File: config.mk
export PLATFORM = sky130hd
export DESIGN_NAME = alloc8_flat
export DESIGN_NICKNAME = d
export VERILOG_FILES = /design/src/rtl/alloc8_if.sv /design/src/rtl/alloc8.sv /design/src/flat_wrapper.sv
export SDC_FILE = /design/constraint.sdc
export NUM_CORES = 1
export LEC_CHECK = 0
export ABC_CLOCK_PERIOD_IN_PS = 4800
export BUFFER_PORTS_ARGS = -buffer_cell sky130_fd_sc_hd__buf_2
export CORE_MARGIN = 2
export CORE_UTILIZATION = 54
export DETAILED_ROUTE_END_ITERATION = 10
export GPL_TIMING_DRIVEN = 0
export PLACE_DENSITY = 0.92
export SLEW_MARGIN = 10
export SYNTH_ARGS = -nofsm -noshare
export SYNTH_HDL_FRONTEND = slang
export SYNTH_SLANG_ARGS = --single-unit
File: constraint.sdc
create_clock -name clk -period 4.8 [get_ports clk]
set_input_delay 0.24 -clock clk [delete_from_list [all_inputs] [get_ports clk]]
set_output_delay 0.24 -clock clk [all_outputs]
set_load 0.005 [all_outputs]
File: src/rtl/alloc8_if.sv
// Handshake and status bundle for the eight-entry slot allocator.
// master = consumer/releaser side, slave = alloc8.
interface alloc8_if;
   logic       alloc_req;
   logic       alloc_ready;
   logic [2:0] alloc_idx;
   logic       free_valid;
   logic [2:0] free_idx;
   logic       flush;
   logic [7:0] valid_vec;
   logic       full;
   logic       empty;
   logic [3:0] count;
   logic       err_bad_free;

   modport master (
      output alloc_req, free_valid, free_idx, flush,
      input  alloc_ready, alloc_idx, valid_vec,
      input  full, empty, count, err_bad_free
   );

   modport slave (
      input  alloc_req, free_valid, free_idx, flush,
      output alloc_ready, alloc_idx, valid_vec,
      output full, empty, count, err_bad_free
   );
endinterface

File: src/rtl/alloc8.sv
// Eight-entry lowest-free slot allocator with valid tracking and status.
// ALLOC8_FREE_BYPASS_EN: grant a slot freed in the same cycle while full.
module alloc8 (
   input  logic    clk,
   input  logic    rst,
   alloc8_if.slave bus
);
   logic [7:0] valid_q, valid_d;
   logic [3:0] count_q, count_d;
   logic       err_q, err_d;

   logic       full_w;
   logic       good_free;
   logic       bypass;
   logic       ready_w;
   logic       fire;
   logic [2:0] low_idx;
   logic [2:0] grant_idx;

   assign full_w    = &valid_q;
   assign good_free = bus.free_valid & valid_q[bus.free_idx];

`ifdef ALLOC8_FREE_BYPASS_EN
   assign bypass = full_w & good_free;
`else
   assign bypass = 1'b0;
`endif

   // Scan downward so the lowest free index wins.
   always_comb begin
      low_idx = 3'd0;
      for (int i = 7; i >= 0; i--) begin
         if (!valid_q[i]) low_idx = i[2:0];
      end
   end

   assign ready_w   = ~full_w | bypass;
   assign grant_idx = bypass ? bus.free_idx : low_idx;
   assign fire      = bus.alloc_req & ready_w;

   always_comb begin
      valid_d = valid_q;
      count_d = count_q;
      err_d   = err_q | (bus.free_valid & ~valid_q[bus.free_idx]);
      if (bus.flush) begin
         valid_d = 8'h00;
         count_d = 4'd0;
      end else begin
         // Clear before set so a bypassed slot stays held.
         if (good_free) valid_d[bus.free_idx] = 1'b0;
         if (fire)      valid_d[grant_idx]    = 1'b1;
         count_d = count_q + 4'(fire) - 4'(good_free);
      end
   end

   always_ff @(posedge clk or posedge rst) begin
      if (rst) begin
         valid_q <= 8'h00;
         count_q <= 4'd0;
         err_q   <= 1'b0;
      end else begin
         valid_q <= valid_d;
         count_q <= count_d;
         err_q   <= err_d;
      end
   end

   assign bus.alloc_ready  = ready_w;
   assign bus.alloc_idx    = grant_idx;
   assign bus.valid_vec    = valid_q;
   assign bus.full         = full_w;
   assign bus.empty        = (valid_q == 8'h00);
   assign bus.count        = count_q;
   assign bus.err_bad_free = err_q;
endmodule

File: src/flat_wrapper.sv
// flat-port wrapper written by rule: the top's interface ports become plain ports
module alloc8_flat 
  (clk, rst, bus_alloc_req, bus_free_valid, bus_free_idx, bus_flush, bus_alloc_ready, bus_alloc_idx, bus_valid_vec, bus_full, bus_empty, bus_count, bus_err_bad_free);
  alloc8_if bus_i ();
  input  logic clk;
  input  logic rst;
  input wire logic [$bits(bus_i.alloc_req)-1:0] bus_alloc_req;
  input wire logic [$bits(bus_i.free_valid)-1:0] bus_free_valid;
  input wire logic [$bits(bus_i.free_idx)-1:0] bus_free_idx;
  input wire logic [$bits(bus_i.flush)-1:0] bus_flush;
  output wire logic [$bits(bus_i.alloc_ready)-1:0] bus_alloc_ready;
  output wire logic [$bits(bus_i.alloc_idx)-1:0] bus_alloc_idx;
  output wire logic [$bits(bus_i.valid_vec)-1:0] bus_valid_vec;
  output wire logic [$bits(bus_i.full)-1:0] bus_full;
  output wire logic [$bits(bus_i.empty)-1:0] bus_empty;
  output wire logic [$bits(bus_i.count)-1:0] bus_count;
  output wire logic [$bits(bus_i.err_bad_free)-1:0] bus_err_bad_free;
  assign bus_i.alloc_req = bus_alloc_req;
  assign bus_i.free_valid = bus_free_valid;
  assign bus_i.free_idx = bus_free_idx;
  assign bus_i.flush = bus_flush;
  assign bus_alloc_ready = bus_i.alloc_ready;
  assign bus_alloc_idx = bus_i.alloc_idx;
  assign bus_valid_vec = bus_i.valid_vec;
  assign bus_full = bus_i.full;
  assign bus_empty = bus_i.empty;
  assign bus_count = bus_i.count;
  assign bus_err_bad_free = bus_i.err_bad_free;
  alloc8 u_core (.clk(clk), .rst(rst), .bus(bus_i));
endmodule
== Word-level counts from Yosys, hierarchy flattened ==
Index checks and enable logic that the tools add are counted.
Operators by class
  multiplexer cells: 19
  add/sub/neg operators: 2
  reductions and logical operators: 4
  bitwise operators: 9
  order comparisons: 4
Operators with widths (count)
  $mux W8: 4
  $mux W3: 8
  $and A8 B8 Y8: 1
  $logic_not A8 Y1: 1
  $lt A3 B4 Y1 const B: 2
  $not A8 Y8: 1
  $or A8 B8 Y8: 1
  $reduce_and A8 Y1: 1
  $demux W1 S3: 2
  $ge A3 B1 Y1 const B: 2
  $add A4 B1 Y4: 1
  $mux W4: 1
  $sub A4 B1 Y4: 1
  $and A1 B1 Y1: 3
  $bmux W1 S3: 1
  $mux W1: 3
  $logic_and A1 B1 Y1: 2
  $not A1 Y1: 2
  $or A1 B1 Y1: 1
Word-level totals
  bits in registers: 13
  output and inout bits: 19
  logic and storage cells: 41
  input bits: 8

== Longest topological paths before layout ==
  depth in word-level cells: 15
  depth in mapped cells: 11
  depth with buffers taken out: 10

== Worst setup path before layout ==
Ideal clock, no wire load.
  kind: register -> register
  start point: register u_core.valid_q[2], in the netlist u_core.bus.valid_vec[2]
  end point: register u_core.count_q[1], in the netlist u_core.bus.count[1]
  arrival: 2.231 ns
  slack: 2.451 ns
  required time: 4.682 ns
  stages on the path, launching flop included: 10
  buffers on the path: 1
  clock period less this slack: 2.349 ns
  library setup time: 0.118 ns
  path through: dfrtp_1 > buf_4 > mux2i_1 > mux4_2 > and2b_2 > ha_1 > inv_1 > ha_1 > fa_1 > nor2b_1
On the way
  longest elaborated chain between the ends: 6
  elaborated cells on any way between the ends: 9
  classes of those cells: add/sub (2); mux (3); bitwise (3); reduce/logical (1)
Ends and longest elaborated chain
  from (decl): line alloc8.sv:8  | logic [7:0] valid_q, valid_d;
  from (signal assigned): line alloc8.sv:62  | valid_q <= valid_d;
  $reduce_and A8 Y1: line alloc8.sv:20  | assign full_w = &valid_q;
  $not A1 Y1: line alloc8.sv:37  | assign ready_w = ~full_w | bypass;
  $and A1 B1 Y1: line alloc8.sv:39  | assign fire = bus.alloc_req & ready_w;
  $add A4 B1 Y4: line alloc8.sv:52  | count_d = count_q + 4'(fire) - 4'(good_free);
  $sub A4 B1 Y4 (*): line alloc8.sv:52
  $mux W4 (*): line alloc8.sv:45  | if (bus.flush) begin
  via u_core.count_d[1]: line alloc8.sv:9  | logic [3:0] count_q, count_d;
  to (signal assigned): line alloc8.sv:63  | count_q <= count_d;
  to (decl): line alloc8.sv:9
Mark *: on every way through the listed nets, which the timed path passes. The rest lies on a longest branch. The select of a mux whose other input is x is not followed.

== Final worst setup path ==
  start point: register u_core.valid_q[1], in the netlist u_core.bus.valid_vec[1]
  end point: register u_core.count_q[2], in the netlist u_core.bus.count[2]
Same word-level chain as after synthesis.

==> impl_metrics.prom <==
# TYPE chip_impl_metric gauge
chip_impl_metric{name="gp_congestion",unit=""} 0.8643
chip_impl_metric{name="layout_min_cycle_time",unit="ns"} 2.489
chip_impl_metric{name="cp_data_required_time",unit="ns"} 4.97
chip_impl_metric{name="hold_viol_final",unit=""} 0
chip_impl_info{name="critical_path_class",value="flip-flop to flip-flop"} 1
chip_impl_metric{name="ios",unit=""} 27
chip_impl_metric{name="start_util",unit=""} 0.5931
chip_impl_metric{name="synthDistinctLibCells",unit=""} 35
chip_impl_metric{name="setup-violations-final",unit=""} 0
chip_impl_metric{name="fin_util",unit=""} 0.7063
chip_impl_info{name="yosysTopAreaCell",value="sky130_fd_sc_hd__dfrtp_1"} 1
chip_impl_info{name="start_kind",value="flip-flop"} 1
chip_impl_metric{name="design.final.nets",unit=""} 141
chip_impl_metric{name="antenna_found_initial",unit=""} 0
chip_impl_metric{name="route.detailed.vias_per_inst",unit=""} 5.881
chip_impl_metric{name="port_buffers",unit=""} 24
chip_impl_metric{name="antenna-diode-count",unit=""} 0
chip_impl_metric{name="ffs_w_async_s_r_synth",unit=""} 1.000
chip_impl_metric{name="post_synth_inst_count",unit=""} 98
chip_impl_metric{name="pwr_density_cell",unit="nW/um^2"} 250.0
chip_impl_metric{name="postCtsResizedCells",unit=""} 0
chip_impl_metric{name="worstSkewPairLatency",unit="ns"} 0.28
chip_impl_metric{name="sequential_share_of_the_synthesized_area",unit=""} 0.3518
chip_impl_info{name="cts.root.buffer_cell",value="sky130_fd_sc_hd__clkbuf_4"} 1
chip_impl_metric{name="grt_pass1_vias",unit=""} 745
chip_impl_metric{name="remaining_drcs",unit=""} 0
chip_impl_metric{name="first_iter_violations",unit=""} 26
chip_impl_metric{name="layout_setup_ws",unit="ns"} 2.311
chip_impl_metric{name="ant_nets",unit=""} 0
chip_impl_metric{name="die_area",unit="um^2"} 2059
chip_impl_info{name="synth_top_flop_cell",value="sky130_fd_sc_hd__dfrtp_1"} 1
chip_impl_metric{name="cts-root-to-sink-buffers",unit=""} 2
chip_impl_metric{name="cts_made_buffers",unit=""} 3
chip_impl_metric{name="finalSetupTns",unit="ns"} 0
chip_impl_info{name="synth_common_cells",value="13 x sky130_fd_sc_hd__dfrtp_1, 12 x sky130_fd_sc_hd__inv_1, 8 x sky130_fd_sc_hd__nor2_1"} 1
chip_impl_metric{name="die_w",unit="um"} 45.38
chip_impl_metric{name="placed_cells",unit=""} 138
chip_impl_metric{name="maximum_resistive_drop_on_vdd",unit="mV"} 0.2431
chip_impl_metric{name="avg_wl_per_cell",unit="um"} 13.77
chip_impl_metric{name="avgSynthCellArea",unit="um^2"} 9.435
chip_impl_info{name="yosysMostFrequentCell",value="sky130_fd_sc_hd__dfrtp_1"} 1
chip_impl_metric{name="postSynthRegisterBits",unit=""} 13
chip_impl_metric{name="die_h",unit="um"} 45.38
chip_impl_metric{name="preCtsSetupSlack",unit="ns"} 2.330
chip_impl_metric{name="grt_start_max_net_pins",unit=""} 14
chip_impl_metric{name="rows",unit=""} 14
chip_impl_info{name="tritoncts",value="built"} 1
chip_impl_metric{name="final_wirelength",unit="mm"} 1.969
chip_impl_info{name="grt_setup_unrepaired",value="no"} 1
chip_impl_metric{name="report.final.slew_viol_count",unit=""} 0
chip_impl_metric{name="synth_warnings",unit=""} 0
chip_impl_metric{name="cp_max_fo",unit=""} 9
chip_impl_metric{name="timing.max_cap.violations",unit=""} 0
chip_impl_info{name="endpoint_kind",value="flip-flop"} 1
chip_impl_metric{name="layout-drive-gt1-share",unit=""} 0.3071
chip_impl_metric{name="mappedNetlistArea",unit="um^2"} 924.6
chip_impl_info{name="yosys-top-cells-area",value="sky130_fd_sc_hd__dfrtp_1 35%, sky130_fd_sc_hd__ha_1 5.4%, sky130_fd_sc_hd__inv_1 4.9%, sky130_fd_sc_hd__mux2i_1 4.3%, sky130_fd_sc_hd__a221oi_1 3.8%"} 1
chip_impl_metric{name="max_slew.worst_pin.slew",unit="ns"} 0.5048
chip_impl_info{name="min-delay-path-class",value="input pin to flip-flop"} 1
chip_impl_metric{name="numClockSinks",unit=""} 13
chip_impl_metric{name="fin_crit_sh",unit=""} 0.5184
chip_impl_metric{name="p_leak",unit="nW"} 0.5528
chip_impl_metric{name="synth_edf_count",unit=""} 0
chip_impl_metric{name="max-slew-margin-rel",unit=""} 0.6631
chip_impl_metric{name="final_cell_count_no_fill",unit=""} 143
chip_impl_metric{name="first_pass_grt_wire_length",unit="mm"} 3.284
chip_impl_metric{name="netlist.area_leader.share",unit=""} 0.3518
chip_impl_metric{name="area_delta_synth_final",unit="%"} 19.08
chip_impl_metric{name="final.fill_count",unit=""} 125
chip_impl_metric{name="core-area",unit="um^2"} 1559
chip_impl_metric{name="drt_pass1_iterations",unit=""} 5
chip_impl_metric{name="clock_tree.htree_level_count",unit=""} 1
chip_impl_metric{name="globalRoute.totalOverflow",unit=""} 0
chip_impl_metric{name="data_arrival_time_at_the_worst_slack_endpoint",unit="ns"} 2.66
chip_impl_metric{name="maxClockFrequency",unit="MHz"} 401.8
chip_impl_metric{name="synth_nets",unit=""} 111
chip_impl_metric{name="clk_transition_reported_paths",unit="ns"} 0.07
chip_impl_metric{name="dp.final_hpwl",unit="mm"} 1.519
chip_impl_metric{name="finalClockSkew",unit="ns"} 0.004803
chip_impl_metric{name="dr_total_vias",unit=""} 841
chip_impl_metric{name="gr-usage-all-layers",unit=""} 0.2270
chip_impl_info{name="outcome",value="complete, no violations"} 1
[sequential cells by signal, summed over array words and instances (netlist names)]
signal                   count
u_core.bus.count             4
u_core.bus.err_bad_free      1
u_core.bus.valid_vec         8
[report_power, final]
part	switching [mW]	total, mW	leakage [nW]	internal (mW)
sequential	0.00646	0.125	0.171	0.119
clock	0.0341	0.0664	0.0150	0.0323
combinational	0.0411	0.0834	0.367	0.0423
[cells by family after synthesis]
kind of cell	count (synthesis)	synth area share
AO/OA/AOI/OAI	20	0.1570
XOR/XNOR	3	0.02842
adder cells (fa/ha/maj)	5	0.07578
buffers and inverters	18	0.1069
flip-flops	13	0.3518
multiplexers	5	0.06766
AND/OR/NAND/NOR	34	0.2125
[final timing paths]
kind | start | end | slack [ns] | cells after the start
min in group asynchronous | rst | u_core.bus.err_bad_free | 0.52 | 3
worst min-delay path | bus_flush | u_core.bus.count[1] | 0.13 | 2
max in group asynchronous | rst | u_core.bus.valid_vec[5] | 3.94 | 3
worst min register to register | u_core.bus.err_bad_free | u_core.bus.err_bad_free | 0.47 | 1
worst max-delay path | u_core.bus.valid_vec[1] | u_core.bus.count[2] | 2.31 | 10
worst max register to register | u_core.bus.valid_vec[1] | u_core.bus.count[2] | 2.31 | 10
[critical path, cell delays in order, from the launching register on]
cell                      delay, ns
sky130_fd_sc_hd__dfrtp_1       0.39
sky130_fd_sc_hd__buf_6         0.14
sky130_fd_sc_hd__mux2i_1       0.15
sky130_fd_sc_hd__mux4_2        0.32
sky130_fd_sc_hd__and2b_2       0.23
sky130_fd_sc_hd__ha_1          0.27
sky130_fd_sc_hd__inv_1         0.04
sky130_fd_sc_hd__ha_1          0.21
sky130_fd_sc_hd__fa_1          0.38
sky130_fd_sc_hd__xnor2_1       0.19
sky130_fd_sc_hd__nor2_1        0.06
[cell type report]
cell class	instances	area (um^2)	area share
flip-flops and latches	13	325.3	0.2955
repair buffers	25	130.1	0.1182
clock buffers	4	26.28	0.02386
well taps	16	20.02	0.01818
multi-input cells	67	500.5	0.4545
plain buffers	6	53.80	0.04886
inverters	12	45.04	0.04091
[layer usage]
metal	GRT usage	part of all wire	vias to the layer above
met4	0.08235	0.012	0
met1	0.2911	0.45	400
met3	0.07143	0.053	6
met5	0	0	-
li1	-	-	408
met2	0.3577	0.49	27
[placed cells by master, fill, tap and decap left out, types with 4 or more instances in the layout]
master                     Yosys  layout
sky130_fd_sc_hd__buf_2         1      25
sky130_fd_sc_hd__dfrtp_1      13      13
sky130_fd_sc_hd__inv_1        12      12
sky130_fd_sc_hd__nor2_1        8       8
sky130_fd_sc_hd__nand2_1       7       7
sky130_fd_sc_hd__a21oi_1       4       4
sky130_fd_sc_hd__mux2i_1       4       4
sky130_fd_sc_hd__a221oi_1      4       4
sky130_fd_sc_hd__nor2b_1       4       4
sky130_fd_sc_hd__a211oi_1      4       4
sky130_fd_sc_hd__ha_1          4       4
[per-stage QoR]
step	instance area, um^2	total power, mW	hold slack [ns]
floorplan	924.6	0.1862	0.1170
global placement	1065	0.2064	0.2681
detailed placement	1065	0.2100	0.2850
CTS	1101	0.2773	0.1276
global route	1101	0.2954	0.1300
finish	1101	0.2752	0.1280
[repair_timing]
action / CTS / global route
endpoints found under the hold margin: 13 / 0
hold buffers: 1 / 0
setup buffers: 0 / 0
No activity file was read; power rests on OpenSTA's default activity.
